==> config.mk <==
export PLATFORM = sky130hd
export DESIGN_NAME = layer1_weight_sequencer
export DESIGN_NICKNAME = d
export VERILOG_FILES = /design/src/rtl/layer1_weight_sequencer.sv
export SDC_FILE = /design/constraint.sdc
export NUM_CORES = 1
export LEC_CHECK = 0
export BUFFER_PORTS_ARGS = -buffer_cell sky130_fd_sc_hd__buf_2
export CORE_AREA = 2 2 213 215
export DETAILED_ROUTE_END_ITERATION = 10
export DIE_AREA = 0 0 215 217
export PLACE_DENSITY = 0.61
export SLEW_MARGIN = 20
export SYNTH_ARGS = -nofsm -noshare
export SYNTH_HDL_FRONTEND = slang
export SYNTH_SLANG_ARGS = --single-unit
==> constraint.sdc <==
create_clock -name clk -period 2.2 [get_ports clk]
set_clock_uncertainty 0.2 [all_clocks]
set_input_delay 0.22 -clock clk [delete_from_list [all_inputs] [get_ports clk]]
set_output_delay 0.22 -clock clk [all_outputs]
set_load 0.005 [all_outputs]
==> src/rtl/layer1_weight_sequencer.sv <==
// layer1_weight_sequencer
//
// Loads NODES weight words into an external per-node storage array. It then
// streams them back in node order over a valid/ready interface.
//
// Ports
//   clk, reset_n       clock; asynchronous active-low reset
//   loadStart          pulse: start loading all NODES words (EMPTY/READY only)
//   wInValid/wIn       incoming weight word for the current node
//   wInReady           word accepted on wInValid & wInReady
//   scanStart          pulse: stream stored words in node order (READY only)
//   scanValid/Ready    scan beat handshake
//   scanData/Index     stored word and its node index
//   scanLast           beat carries node NODES-1
//   weightsValid       complete set of NODES words written since reset/load
//   busy               LOAD or SCAN in progress
//   storeWriteEnable   storage write strobe (one cycle per accepted word)
//   storeNodeSelect    storage node select (write address / scan prefetch index)
//   storeWriteIn       storage write data
//   storeReadOut       storage read data, combinational in storeNodeSelect

`ifndef INPUT_LAYER_NODES
`define INPUT_LAYER_NODES 784
`endif
`ifndef RELU_NODES
`define RELU_NODES 16
`endif
`ifndef LAYER_1_BIT_WIDTH
`define LAYER_1_BIT_WIDTH 8
`endif

module layer1_weight_sequencer #(
  parameter int unsigned NODES  = `INPUT_LAYER_NODES,
  parameter int unsigned WORD_W = `RELU_NODES * `LAYER_1_BIT_WIDTH
) (
  input  logic              clk,
  input  logic              reset_n,
  input  logic              loadStart,
  input  logic              wInValid,
  input  logic [WORD_W-1:0] wIn,
  output logic              wInReady,
  input  logic              scanStart,
  output logic              scanValid,
  input  logic              scanReady,
  output logic [WORD_W-1:0] scanData,
  output logic [9:0]        scanIndex,
  output logic              scanLast,
  output logic              weightsValid,
  output logic              busy,
  output logic              storeWriteEnable,
  output logic [9:0]        storeNodeSelect,
  output logic [WORD_W-1:0] storeWriteIn,
  input  logic [WORD_W-1:0] storeReadOut
);

  localparam logic [9:0] LastIdx = 10'(NODES - 1);

  typedef enum logic [1:0] {StEmpty, StLoad, StReady, StScan} state_e;

  state_e     stateQ, stateD;
  logic [9:0] loadCount;
  logic       loadDone;   // last write just completed; raises weightsValid next cycle
  logic       fetchPend;  // storeNodeSelect holds an index not yet captured
  logic       settle;     // one-cycle settle after scanStart before first capture

  logic loadGo, scanGo, wAccept, lastWrite, scanDone, canCapture;

  always_comb begin
    loadGo     = loadStart && (stateQ == StEmpty || stateQ == StReady);
    scanGo     = scanStart && !loadStart && (stateQ == StReady);
    wInReady   = (stateQ == StLoad) && !storeWriteEnable;
    wAccept    = wInValid && wInReady;
    lastWrite  = (stateQ == StLoad) && storeWriteEnable && (storeNodeSelect == LastIdx);
    scanDone   = (stateQ == StScan) && scanValid && scanReady && scanLast;
    canCapture = (stateQ == StScan) && fetchPend && !settle && (!scanValid || scanReady);
    busy       = (stateQ == StLoad) || (stateQ == StScan);
  end

  always_comb begin
    stateD = stateQ;
    case (stateQ)
      StEmpty: if (loadStart) stateD = StLoad;
      StLoad:  if (lastWrite) stateD = StReady;
      StReady: begin
        if (loadStart)      stateD = StLoad;
        else if (scanStart) stateD = StScan;
      end
      StScan:  if (scanDone) stateD = StReady;
      default: stateD = StEmpty;
    endcase
  end

  always_ff @(posedge clk or negedge reset_n) begin
    if (!reset_n) begin
      stateQ           <= StEmpty;
      loadCount        <= '0;
      loadDone         <= 1'b0;
      fetchPend        <= 1'b0;
      settle           <= 1'b0;
      weightsValid     <= 1'b0;
      storeWriteEnable <= 1'b0;
      storeNodeSelect  <= '0;
      storeWriteIn     <= '0;
      scanValid        <= 1'b0;
      scanData         <= '0;
      scanIndex        <= '0;
      scanLast         <= 1'b0;
    end else begin
      stateQ           <= stateD;
      storeWriteEnable <= 1'b0;
      loadDone         <= lastWrite;

      // A new load invalidates the stored set on the same edge.
      if (loadGo) begin
        loadCount    <= '0;
        weightsValid <= 1'b0;
      end else if (loadDone) begin
        weightsValid <= 1'b1;
      end

      // Write data/address are registered so the strobe and its operands are
      // glitch-free; wInReady stays low while the strobe is high.
      if (wAccept) begin
        storeWriteIn     <= wIn;
        storeNodeSelect  <= loadCount;
        storeWriteEnable <= 1'b1;
        if (loadCount != LastIdx) loadCount <= loadCount + 10'd1;
      end

      if (scanGo) begin
        storeNodeSelect <= '0;
        fetchPend       <= 1'b1;
        settle          <= 1'b1;
        scanValid       <= 1'b0;
        scanLast        <= 1'b0;
      end else if (stateQ == StScan) begin
        settle <= 1'b0;
        if (canCapture) begin
          scanData  <= storeReadOut;
          scanIndex <= storeNodeSelect;
          scanLast  <= (storeNodeSelect == LastIdx);
          scanValid <= 1'b1;
          if (storeNodeSelect == LastIdx) fetchPend <= 1'b0;
          else storeNodeSelect <= storeNodeSelect + 10'd1;
        end else if (scanValid && scanReady) begin
          scanValid <= 1'b0;
          scanLast  <= 1'b0;
        end
      end
    end
  end

endmodule

==> results of run 1 <==
-- per-layer routing --
layer / vias to the layer above / wire (µm) / global-route usage, %
li1: 5673 / - / -
met1: 5688 / 16600 / 20.2
met2: 576 / 20000 / 30.0
met3: 141 / 3440 / 5.23
met4: 0 / 1900 / 8.28
met5: - / 0 / 0
-- power by group --
group          switching, W  internal, W  leakage [nW]  total [W]
logic               0.00323      0.00287          6.29    0.00610
clock network       0.00232      0.00350         0.557    0.00582
registers           0.00122      0.00748          3.85    0.00869
total               0.00677       0.0138          10.7     0.0206
-- through the flow --
| step | cells | worst slack, ns | instance area, µm² | power (W) |
|---|---|---|---|---|
| after global routing | 2745 | 0.000473 | 19000 | 0.0220 |
| final | 2745 | 0.0700 | 19000 | 0.0206 |
| after global placement | 2414 | 0.145 | 15200 | 0.0142 |
| after detailed placement | 2414 | 0.101 | 15200 | 0.0143 |
| after floorplan | 1294 | 0.0903 | 11500 | 0.0109 |
| after CTS | 2741 | 0.0835 | 19000 | 0.0207 |
-- what timing repair did --
action / in CTS / in global routing
endpoints found under the hold margin: 566 / 0
setup endpoints to repair: 0 / 1
hold buffers: 264 / 0
setup buffers: 0 / 3
gates resized for setup: 0 / 3
-- state kept, by name, summed over array words and instances (netlist names) --
signal,count
scanData,128
storeWriteIn,128
loadCount,10
scanIndex,10
storeNodeSelect,10
stateQ,2
fetchPend,1
loadDone,1
scanLast,1
scanValid,1
settle,1
storeWriteEnable,1
weightsValid,1
-- area by class of cell --
class	count	area, µm²
Sequential cell	295	7380
Clock buffer	48	945
Inverter	4	17.5
Timing Repair Buffer	856	5860
Fill cell	4183	25700
Clock inverter	15	193
Multi-Input combinational cell	926	3840
Antenna cell	1	2.50
Tap cell	600	751
-- layout by cell type, fill, tap and decap left out, drive strengths merged, types with 3 or more instances in the layout --
cell type / n
a31oi: 6
and3: 3
dlygate4sd3: 263
nand3: 12
bufinv: 4
nand2: 821
clkbuf: 48
nand2b: 4
inv: 7
nor3: 3
clkinv: 7
nand4: 3
nor2: 11
o211ai: 8
or4b: 3
o21ai: 5
dfrtp: 295
buf: 593
a21oi: 5
or3: 3
-- worst max-delay path, delay by kind of cell, from the launching register on --
family | cells | cell delay (ns)
flops | 1 | 0.37
simple gates | 3 | 1.28
compound gates | 1 | 0.20
-- cell families (layout without fill, tap and decap cells) --
kind of cell / count (synthesis) / count (layout)
DFF: 295 / 295
buffers and inverters: 73 / 923
muxes: 1 / 1
and+or+nand+nor: 877 / 877
adders and majority gates: 2 / 2
xor gates and xnor gates: 2 / 2
AOI/OAI and AO/OA: 44 / 44
other: 0 / 1
-- final timing paths --
check / start / to / cells after the start
worst max-delay path: scanValid / storeNodeSelect[9] / 4
worst min-delay path: reset_n / storeWriteIn[46] / 3
worst max register to register: scanValid / storeNodeSelect[9] / 4
worst min register to register: storeWriteIn[45] / storeWriteIn[45] / 2
max in group asynchronous: reset_n / scanData[80] / 3
min in group clk: wIn[95] / storeWriteIn[95] / 4
==> summary.txt, run 1 <==
STA
  • Setup TNS: 0 ns
  • Max-slew violations: 0
  • FMAX: 469 MHz
  • Worst-margin pin slew: 0.752 ns
  • Relative slew slack: 49.7%
  • Finish-stage setup viols: 0
  • RSZ-0062 raised after global routing: false
  • Tmin final: 2.13 ns
  • Worst hold slack: 0.165 ns
  • Tcrit/Tclk final: 96.8%
  • Final Hold Viols: 0

Routing
  • Wire per inst: 15.3 µm
  • DRT iter0 DRCs: 803
  • Via count: 12.1k
  • Drt first pass iters: 5
  • DRC Markers: 0
  • WL final: 41900 µm
  • Via density per instance: 4.40
  • DRT antenna net count: 0

Setup path
  • Worst-path fanout max: 7
  • Nature of the critical path startpoint: flip-flop
  • Crit path arrival time: 2.38 ns
  • Reg2reg setup slack: 0.07 ns
  • Kind of critical path: flip-flop to flip-flop
  • Endpoint type of the worst setup path: flip-flop
  • Critical path data required time: 2.45 ns
  • Slowest cell delay on critical path: 0.59 ns
  • Crit-path cells: nor2b_1 -> or4b_4 -> or4_1 -> a31oi_1
  • CP max-delay cell: or4b_4

Synth
  • Most common cell in the netlist: nand2_1
  • Compound-gate portion of the synthesized area: 2.82%
  • Synth area leaders: dfrtp_1, nand2_1, clkbuf_1, nand3_1, o211ai_1
  • Register area share after synthesis: 64.3%
  • Simple-Gate Fraction of Synth Area: 29.9%
  • Multiplexer share of the synthesized area: 0.0981%
  • Synth Warn #: 0
  • Area share of the largest cell type after synthesis: 64.3%
  • Post-Syn Area: 11500 µm²
  • Post-synth top cells: nand2_1, dfrtp_1, clkbuf_1, nand3_1, nor2_1
  • Mean Syn Cell Area: 8.87 µm²
  • Post-synthesis adder-cell area fraction: 0.218%
  • #FFs+latches synth: 295
  • Predominant post-synthesis flop cell: dfrtp_1
  • Async SR Flop Fraction: 100%
  • Cell count after synthesis: 1294
  • Largest family of logic cells by synthesized area: simple AND/OR/NAND/NOR gates
  • Post-synth EDFFs: 0
  • Post-synth top area cell: dfrtp_1
  • Synth Area in XOR/XNOR: 0.153%
  • Syn_nets: 1558
  • Distinct cells, synth: 48

Global route
  • Grt ovf: 0
  • GR Util All Layers: 17.5%
  • Antenna violations before repair: 1
  • Pin count of the biggest net entering global routing: 74
  • First-pass GRT wire length: 66600 µm
  • Vias in the first global route: 12.7k

CTS
  • Inserted Clock Buffers: 35
  • H-Tree Depth: 2
  • CTS clock-pin slew for the worst setup and hold paths: 0.06 ns
  • CTS sink cnt: 295
  • Clock root cell: clkbuf_16
  • CTS tree: built
  • Clock buffer depth: 3
  • Clk_lat worst skew: 0.53 ns

Finish
  • Area grow syn2layout: 65.4%
  • Fin nets: 2382
  • Layout cell share with drive strength beyond 1: 30.6%
  • Final core occ: 42.5%

Hold path
  • Hold/Removal Path Class: input pin to async pin

Floorplan
  • Core Rows: 78
  • Die Area: 46700 µm²
  • Die span in y: 217 µm
  • Ports: 544
  • Die Wd: 215 µm
  • Initial Utilization: 25.7%
  • Core Area: 44700 µm²

Outcome
  • Status: finished, final reports clean

Pwr
  • Leakage power total: 10.7 nW
  • Maximum VDD drop: 0.704 mV
  • P per Cell Area: 1090 nW/µm²

Job
  • Max-Cap Viols: 0

Placement
  • Post-DP HPWL: 26500 µm
  • I/O Buffers: 543
  • Placer Congestion: 0.923
No activity file was read; power rests on OpenSTA's default activity.
==> run 2: changes to the inputs <==
--- a/config.mk
+++ b/config.mk
@@ -5,11 +5,14 @@
 export SDC_FILE = /design/constraint.sdc
 export NUM_CORES = 1
 export LEC_CHECK = 0
+export ABC_AREA = 1
+export ABC_CLOCK_PERIOD_IN_PS = 2200
 export BUFFER_PORTS_ARGS = -buffer_cell sky130_fd_sc_hd__buf_2
-export CORE_AREA = 2 2 213 215
+export CAP_MARGIN = 5
+export CORE_AREA = 2 2 209 211
 export DETAILED_ROUTE_END_ITERATION = 10
-export DIE_AREA = 0 0 215 217
-export PLACE_DENSITY = 0.61
+export DIE_AREA = 0 0 211 213
+export PLACE_DENSITY = 0.63
 export SLEW_MARGIN = 20
 export SYNTH_ARGS = -nofsm -noshare
 export SYNTH_HDL_FRONTEND = slang
==> summary.txt, run 2 <==
Outcome
  • Status: finished, final reports clean

CTS
  • Inserted Clock Buffers: 31
  • CTS clock-pin slew for the worst setup and hold paths: 0.06 ns
  • H-Tree Depth: 1
  • Clock root cell: clkbuf_16
  • CTS sink cnt: 295
  • CTS tree: built
  • Clk_lat worst skew: 0.55 ns
  • Clock buffer depth: 3
  • Setup Buffers After CTS: 0

Finish
  • Area grow syn2layout: 60.4%
  • Multi-input logic area: 3870 µm²
  • Commonest non-fill, non-tap cell in the layout: nand2_1
  • Layout cell share with drive strength beyond 1: 28.5%
  • Fin nets: 2434
  • # fillers: 3943
  • Biggest regs: scanData: 128 flops, storeWriteIn: 128 flops
  • Most frequent cells in the layout: nand2_1, buf_2, dfrtp_1, dlygate4sd3_1
  • Reg area: 7380 µm²

STA
  • Finish-stage setup viols: 0
  • Tmin final: 2.03 ns
  • Final Hold Viols: 0
  • FMAX: 492 MHz
  • Setup TNS: 0 ns
  • Relative slew slack: 49.2%
  • Worst hold slack: 0.0224 ns
  • Max-slew violations: 0
  • Tcrit/Tclk final: 92.4%
  • Worst-margin pin slew: 0.763 ns
  • RSZ-0062 raised after global routing: false

Synth
  • Cell count after synthesis: 1369
  • Distinct cells, synth: 25
  • Register area share after synthesis: 63.1%
  • Most common cell in the netlist: nand2_1
  • Syn_nets: 1633
  • Post-Syn Area: 11700 µm²
  • #FFs+latches synth: 295
  • Post-synth top area cell: dfrtp_1
  • Mean Syn Cell Area: 8.55 µm²
  • Post-synth EDFFs: 0
  • Synth area leaders: dfrtp_1, nand2_1, buf_2, o21ai_0, nand3_1
  • Post-synth top cells: nand2_1, dfrtp_1, buf_2, o21ai_0, nor2_1
  • Predominant post-synthesis flop cell: dfrtp_1
  • Synth Warn #: 0
  • Async SR Flop Fraction: 100%
  • Area share of the largest cell type after synthesis: 63.1%

Global route
  • Pin count of the biggest net entering global routing: 156
  • First-pass GRT wire length: 64200 µm
  • Vias in the first global route: 12.5k
  • GR Util All Layers: 17.6%
  • Antenna violations before repair: 1
  • M2 GR Usage: 29.8%
  • GRT busiest layer: met2
  • Grt ovf: 0
  • Met3 GRT Util: 5.72%
  • Met1 Use GR: 20.5%

Floorplan
  • Die span in y: 213 µm
  • Die Area: 44900 µm²
  • Core Rows: 76
  • Core Area: 42700 µm²
  • Initial Utilization: 27.4%
  • Die Wd: 211 µm
  • Ports: 544

Placement
  • Placer Congestion: 0.825
  • Post-DP HPWL: 27500 µm
  • I/O Buffers: 543

Routing
  • DRT iter0 DRCs: 881
  • Drt first pass iters: 6
  • DRC Markers: 0
  • Via count: 12.2k
  • Wire per inst: 15.2 µm
  • DRT antenna net count: 0
  • WL final: 41800 µm
  • Via density per instance: 4.44

Hold path
  • Hold/Removal Path Class: input pin to async pin

Setup path
  • Reg2reg setup slack: 0.17 ns
  • Kind of critical path: flip-flop to flip-flop
  • Nature of the critical path startpoint: flip-flop
  • Crit path arrival time: 2.33 ns
  • Endpoint type of the worst setup path: flip-flop
  • Worst-path fanout max: 33
  • Critical path data required time: 2.49 ns

Pwr
  • Sw Ratio: 26.2%
  • Leakage power total: 10.8 nW
  • NetSw: 0.00345 W
  • Clock share of power: 38.1%
  • P per Cell Area: 703 nW/µm²
  • Logic gate share of total power: 15.5%
  • Seq pwr share: 46.4%
  • P_int: 0.00975 W
  • Maximum VDD drop: 0.457 mV

Job
  • Max-Cap Viols: 0
## run 2: changes by cell type after synthesis, sizes merged, moves of 4 or more
cell	previous run	this run
xor2	0	4
o211ai	8	1
a21oi	5	14
nand3	12	24
a31oi	6	0
nand2b	4	0
o21ai	5	33
clkbuf	60	14
inv	4	28
nand2	821	859
buf	9	54
nor2	11	27
## run 2: logic make-up after synthesis
| kind of cell | count (synthesis) | share of synthesized area (%) |
|---|---|---|
| simple gates | 920 | 30.1 |
| flops | 295 | 63.1 |
| buf+inv | 96 | 3.97 |
| compound gates | 50 | 2.20 |
| xor+xnor | 6 | 0.449 |
| fa+ha+maj | 2 | 0.214 |
## run 2: layout make-up
| type | count | share of cell area (%) |
|---|---|---|
| Antenna cell | 4 | 0.0533 |
| Clock inverter | 4 | 0.127 |
| Inverter | 28 | 0.600 |
| Tap cell | 546 | 3.64 |
| Sequential cell | 295 | 39.3 |
| Multi-Input combinational cell | 978 | 20.6 |
| Clock buffer | 54 | 5.07 |
| Timing Repair Buffer | 836 | 30.6 |
## run 2: what timing repair did
| action | in CTS | in global routing |
|---|---|---|
| hold buffers | 264 | 0 |
| gates resized for setup | 0 | 1 |
| hold endpoints to repair | 556 | 0 |
| endpoints found under the setup margin | 0 | 2 |
## run 2: stage by stage
| stage | worst slack, ns | cell area (µm²) | power [W] | cells | utilization [%] |
|---|---|---|---|---|---|
| after floorplan | 0.588 | 11700 | 0.00682 | 1369 | - |
| after global placement | 0.348 | 15100 | 0.00782 | 2419 | 35.5 |
| after detailed placement | 0.274 | 15100 | 0.00784 | 2419 | 35.5 |
| after CTS | 0.115 | 18800 | 0.0133 | 2741 | 43.9 |
| after global routing | 0.0276 | 18800 | 0.0138 | 2742 | 43.9 |
| final | 0.168 | 18800 | 0.0132 | 2745 | 44.0 |
## run 2: power by group through the flow
stage                     Combinational [W]  Sequential [W]  Clock, W
after floorplan                    0.000638         0.00618         0
after global placement              0.00164         0.00619         0
after CTS                           0.00202         0.00612   0.00516
final                               0.00204         0.00613   0.00503
after global routing                0.00228         0.00617   0.00536
after detailed placement            0.00165         0.00619         0
## run 2: routing by layer
| layer | vias up | routed length (µm) |
|---|---|---|
| met4 | 0 | 1610 |
| met1 | 5716 | 16300 |
| met5 | - | 0 |
| li1 | 5774 | - |
| met2 | 581 | 20000 |
| met3 | 107 | 3940 |
## run 2: worst paths after layout
path,startpoint,endpoint,depth (start not counted)
worst max-delay path,stateQ[1],storeWriteIn[2],6
max in group asynchronous,reset_n,storeNodeSelect[1],3
worst max register to register,stateQ[1],storeWriteIn[2],6
worst min register to register,scanData[26],scanData[26],2
worst min-delay path,reset_n,storeWriteIn[23],2
min in group clk,wIn[45],storeWriteIn[45],4
## run 2: critical path, stage by stage (launching register included)
cell	delay [ns]
dfrtp_1	0.43
nor2_2	0.22
nand3_4	0.13
inv_6	0.25
nand2_1	0.11
dlygate4sd3_1	0.58
nand2_1	0.06
==> run 3: changes to the inputs <==
--- a/config.mk
+++ b/config.mk
@@ -6,10 +6,10 @@
 export NUM_CORES = 1
 export LEC_CHECK = 0
 export ABC_AREA = 1
-export ABC_CLOCK_PERIOD_IN_PS = 2200
+export ABC_CLOCK_PERIOD_IN_PS = 2100
 export BUFFER_PORTS_ARGS = -buffer_cell sky130_fd_sc_hd__buf_2
 export CAP_MARGIN = 5
-export CORE_AREA = 2 2 209 211
+export CORE_AREA = 5 5 206 208
 export DETAILED_ROUTE_END_ITERATION = 10
 export DIE_AREA = 0 0 211 213
 export PLACE_DENSITY = 0.63
==> constraint.sdc (replaced) <==
create_clock -name clk -period 2.1 [get_ports clk]
set_clock_uncertainty 0.2 [all_clocks]
set_input_delay 0.21 -clock clk [delete_from_list [all_inputs] [get_ports clk]]
set_output_delay 0.21 -clock clk [all_outputs]
set_load 0.005 [all_outputs]
==> summary.txt, run 3 (synthesis gave the netlist of run 2 again) <==
Outcome
  • Status: finished, final reports clean

Routing
  • DRT antenna net count: 0
  • DRC Markers: 0
  • Via density per instance: 4.47
  • Wire per inst: 15.6 µm
  • WL final: 42700 µm
  • Via count: 12.2k
  • Drt first pass iters: 7
  • DRT iter0 DRCs: 991

Setup path
  • Worst-path fanout max: 50
  • R2R depth: 7
  • Worst r2r src: storeNodeSelect[0]
  • CP max-delay cell: dlygate4sd3_1
  • Critical path data required time: 2.63 ns
  • Endpoint type of the worst setup path: async pin
  • CP dominant cell by count: dlygate4sd3_1
  • Cell class contributing the biggest share of worst-path delay: buffers and inverters
  • FF-to-FF End: storeNodeSelect[0]
  • Crit path arrival time: 2.44 ns
  • Nature of the critical path startpoint: input pin
  • Worst Path Buf+Inv: 4
  • Crit-path cells: dlygate4sd3_1 -> dlygate4sd3_1 -> buf_8 -> dlygate4sd3_1
  • Kind of critical path: input pin to async pin
  • Reg2reg setup slack: 0.23 ns
  • Slowest cell delay on critical path: 0.68 ns

Floorplan
  • Ports: 544
  • Initial Utilization: 29.0%
  • Die Area: 44900 µm²
  • Die span in y: 213 µm
  • Core Area: 40400 µm²
  • Core Rows: 74
  • Die Wd: 211 µm

Global route
  • GR Util All Layers: 18.1%
  • Vias in the first global route: 12.8k
  • Antenna violations before repair: 0
  • First-pass GRT wire length: 66100 µm
  • Pin count of the biggest net entering global routing: 129
  • Grt ovf: 0

CTS
  • Inserted Clock Buffers: 34
  • Clock buffer depth: 3
  • H-Tree Depth: 2
  • CTS sink cnt: 295
  • Clock root cell: clkbuf_16
  • CTS resizes: 0
  • Clk_lat worst skew: 0.52 ns
  • CTS clock-pin slew for the worst setup and hold paths: 0.06 ns
  • CTS tree: built

STA
  • Relative slew slack: 58.3%
  • RSZ-0062 raised after global routing: false
  • Final worst slack: 0.195 ns
  • Setup TNS: 0 ns
  • Tcrit/Tclk final: 90.7%
  • Tmin final: 1.90 ns
  • Max-slew violations: 0
  • Worst hold slack: 0.215 ns
  • FMAX: 525 MHz
  • Finish-stage setup viols: 0
  • Final Hold Viols: 0
  • Worst-margin pin slew: 0.626 ns

Finish
  • Commonest non-fill, non-tap cell in the layout: nand2_1
  • N_diodes: 0
  • Most frequent cells in the layout: nand2_1, buf_2, dfrtp_1, dlygate4sd3_1, clkbuf_16
  • Layout cell share with drive strength beyond 1: 29.0%
  • Fin nets: 2443
  • Fin cells: 2732
  • # fillers: 3628
  • Fin area: 18900 µm²
  • Biggest regs: scanData: 128 flops, storeWriteIn: 128 flops
  • Area grow syn2layout: 61.8%

Hold path
  • Hold Path Depth: 4
  • Hold Path Origin: storeReadOut[15]
  • Worst Hold Endpoint: scanData[15]
  • Hold/Removal Path Class: input pin to flip-flop

Placement
  • Inst Count DP: 2411
  • Post-Place Setup Slack: 0.232 ns
  • Placer Congestion: 0.871
  • Post-DP HPWL: 28600 µm
  • Placed Area: 15200 µm²
  • I/O Buffers: 543

Pwr
  • Seq pwr share: 44.2%
  • NetSw: 0.00373 W
  • Leakage power total: 10.9 nW
  • Maximum VDD drop: 0.497 mV
  • Logic gate share of total power: 15.0%
  • Sw Ratio: 25.7%
  • P per Cell Area: 766 nW/µm²
  • P_int: 0.0108 W
  • Clock share of power: 40.8%

Job
  • Max-Cap Viols: 0
## run 3: cell types whose count changed in the layout (fill, tap and decap cells not counted), moves of 3 or more
| cell | change |
|---|---|
| buf_4 | +5 |
| clkinv_2 | +3 |
| clkbuf_16 | +4 |
| diode_2 | -4 |
| clkbuf_1 | -9 |
| bufinv_16 | +3 |
| clkbuf_8 | -4 |
## run 3: worst min-delay path, stage by stage
cell           delay (ns)
dlygate4sd3_1        0.51
buf_2                0.09
nand2_1              0.04
nand2_1              0.04
## run 3: final cells by class
cell class,count,area (µm²),area share [%]
Clock buffer,45,963,5.09
Clock inverter,12,144,0.760
Inverter,28,110,0.582
Multi-Input combinational cell,978,3870,20.4
Sequential cell,295,7380,39.0
Tap cell,532,666,3.52
Timing Repair Buffer,842,5800,30.6
## run 3: what timing repair did
item	CTS	global route
hold endpoints to repair	560	0
buffers inserted	0	0
hold buffers	264	0
## run 3: worst max path at each step
stage                  startpoint                  to  slack [ns]  depth (start not counted)
6_report                  reset_n    storeWriteEnable        0.20                          4
3_5_place_dp            stateQ[1]        loadCount[2]        0.23                          6
5_1_grt              loadCount[1]        loadCount[8]        0.05                          8
3_3_place_gp            stateQ[1]        loadCount[2]        0.26                          6
2_1_floorplan  storeNodeSelect[0]  storeNodeSelect[7]        0.49                          8
4_1_cts                 stateQ[1]            wInReady        0.21                          4
## run 3: per-stage QoR
step           util [%]  power, W
6_report           46.9    0.0145
2_1_floorplan         -   0.00715
4_1_cts            46.9    0.0147
5_1_grt            46.9    0.0152
3_3_place_gp       37.6   0.00822
3_5_place_dp       37.6   0.00824
## run 3: routing by layer
layer  GRT usage, %  up-vias  share of wire [%]  routed length [µm]
met2           30.1      605                 48               20500
met1           21.7     5695                 39               16600
met4           7.82        0                3.7                1600
met5              0        -                  0                   0
met3           5.57      119                9.4                4010
li1               -     5788                  -                   -
## run 3: power by group through the flow
stage	registers, W	clock network [W]	logic (W)
after global placement	0.00647	0	0.00175
after floorplan	0.00648	0	0.000669
after CTS	0.00640	0.00610	0.00216
after global routing	0.00646	0.00630	0.00241
final	0.00641	0.00591	0.00217
after detailed placement	0.00647	0	0.00177
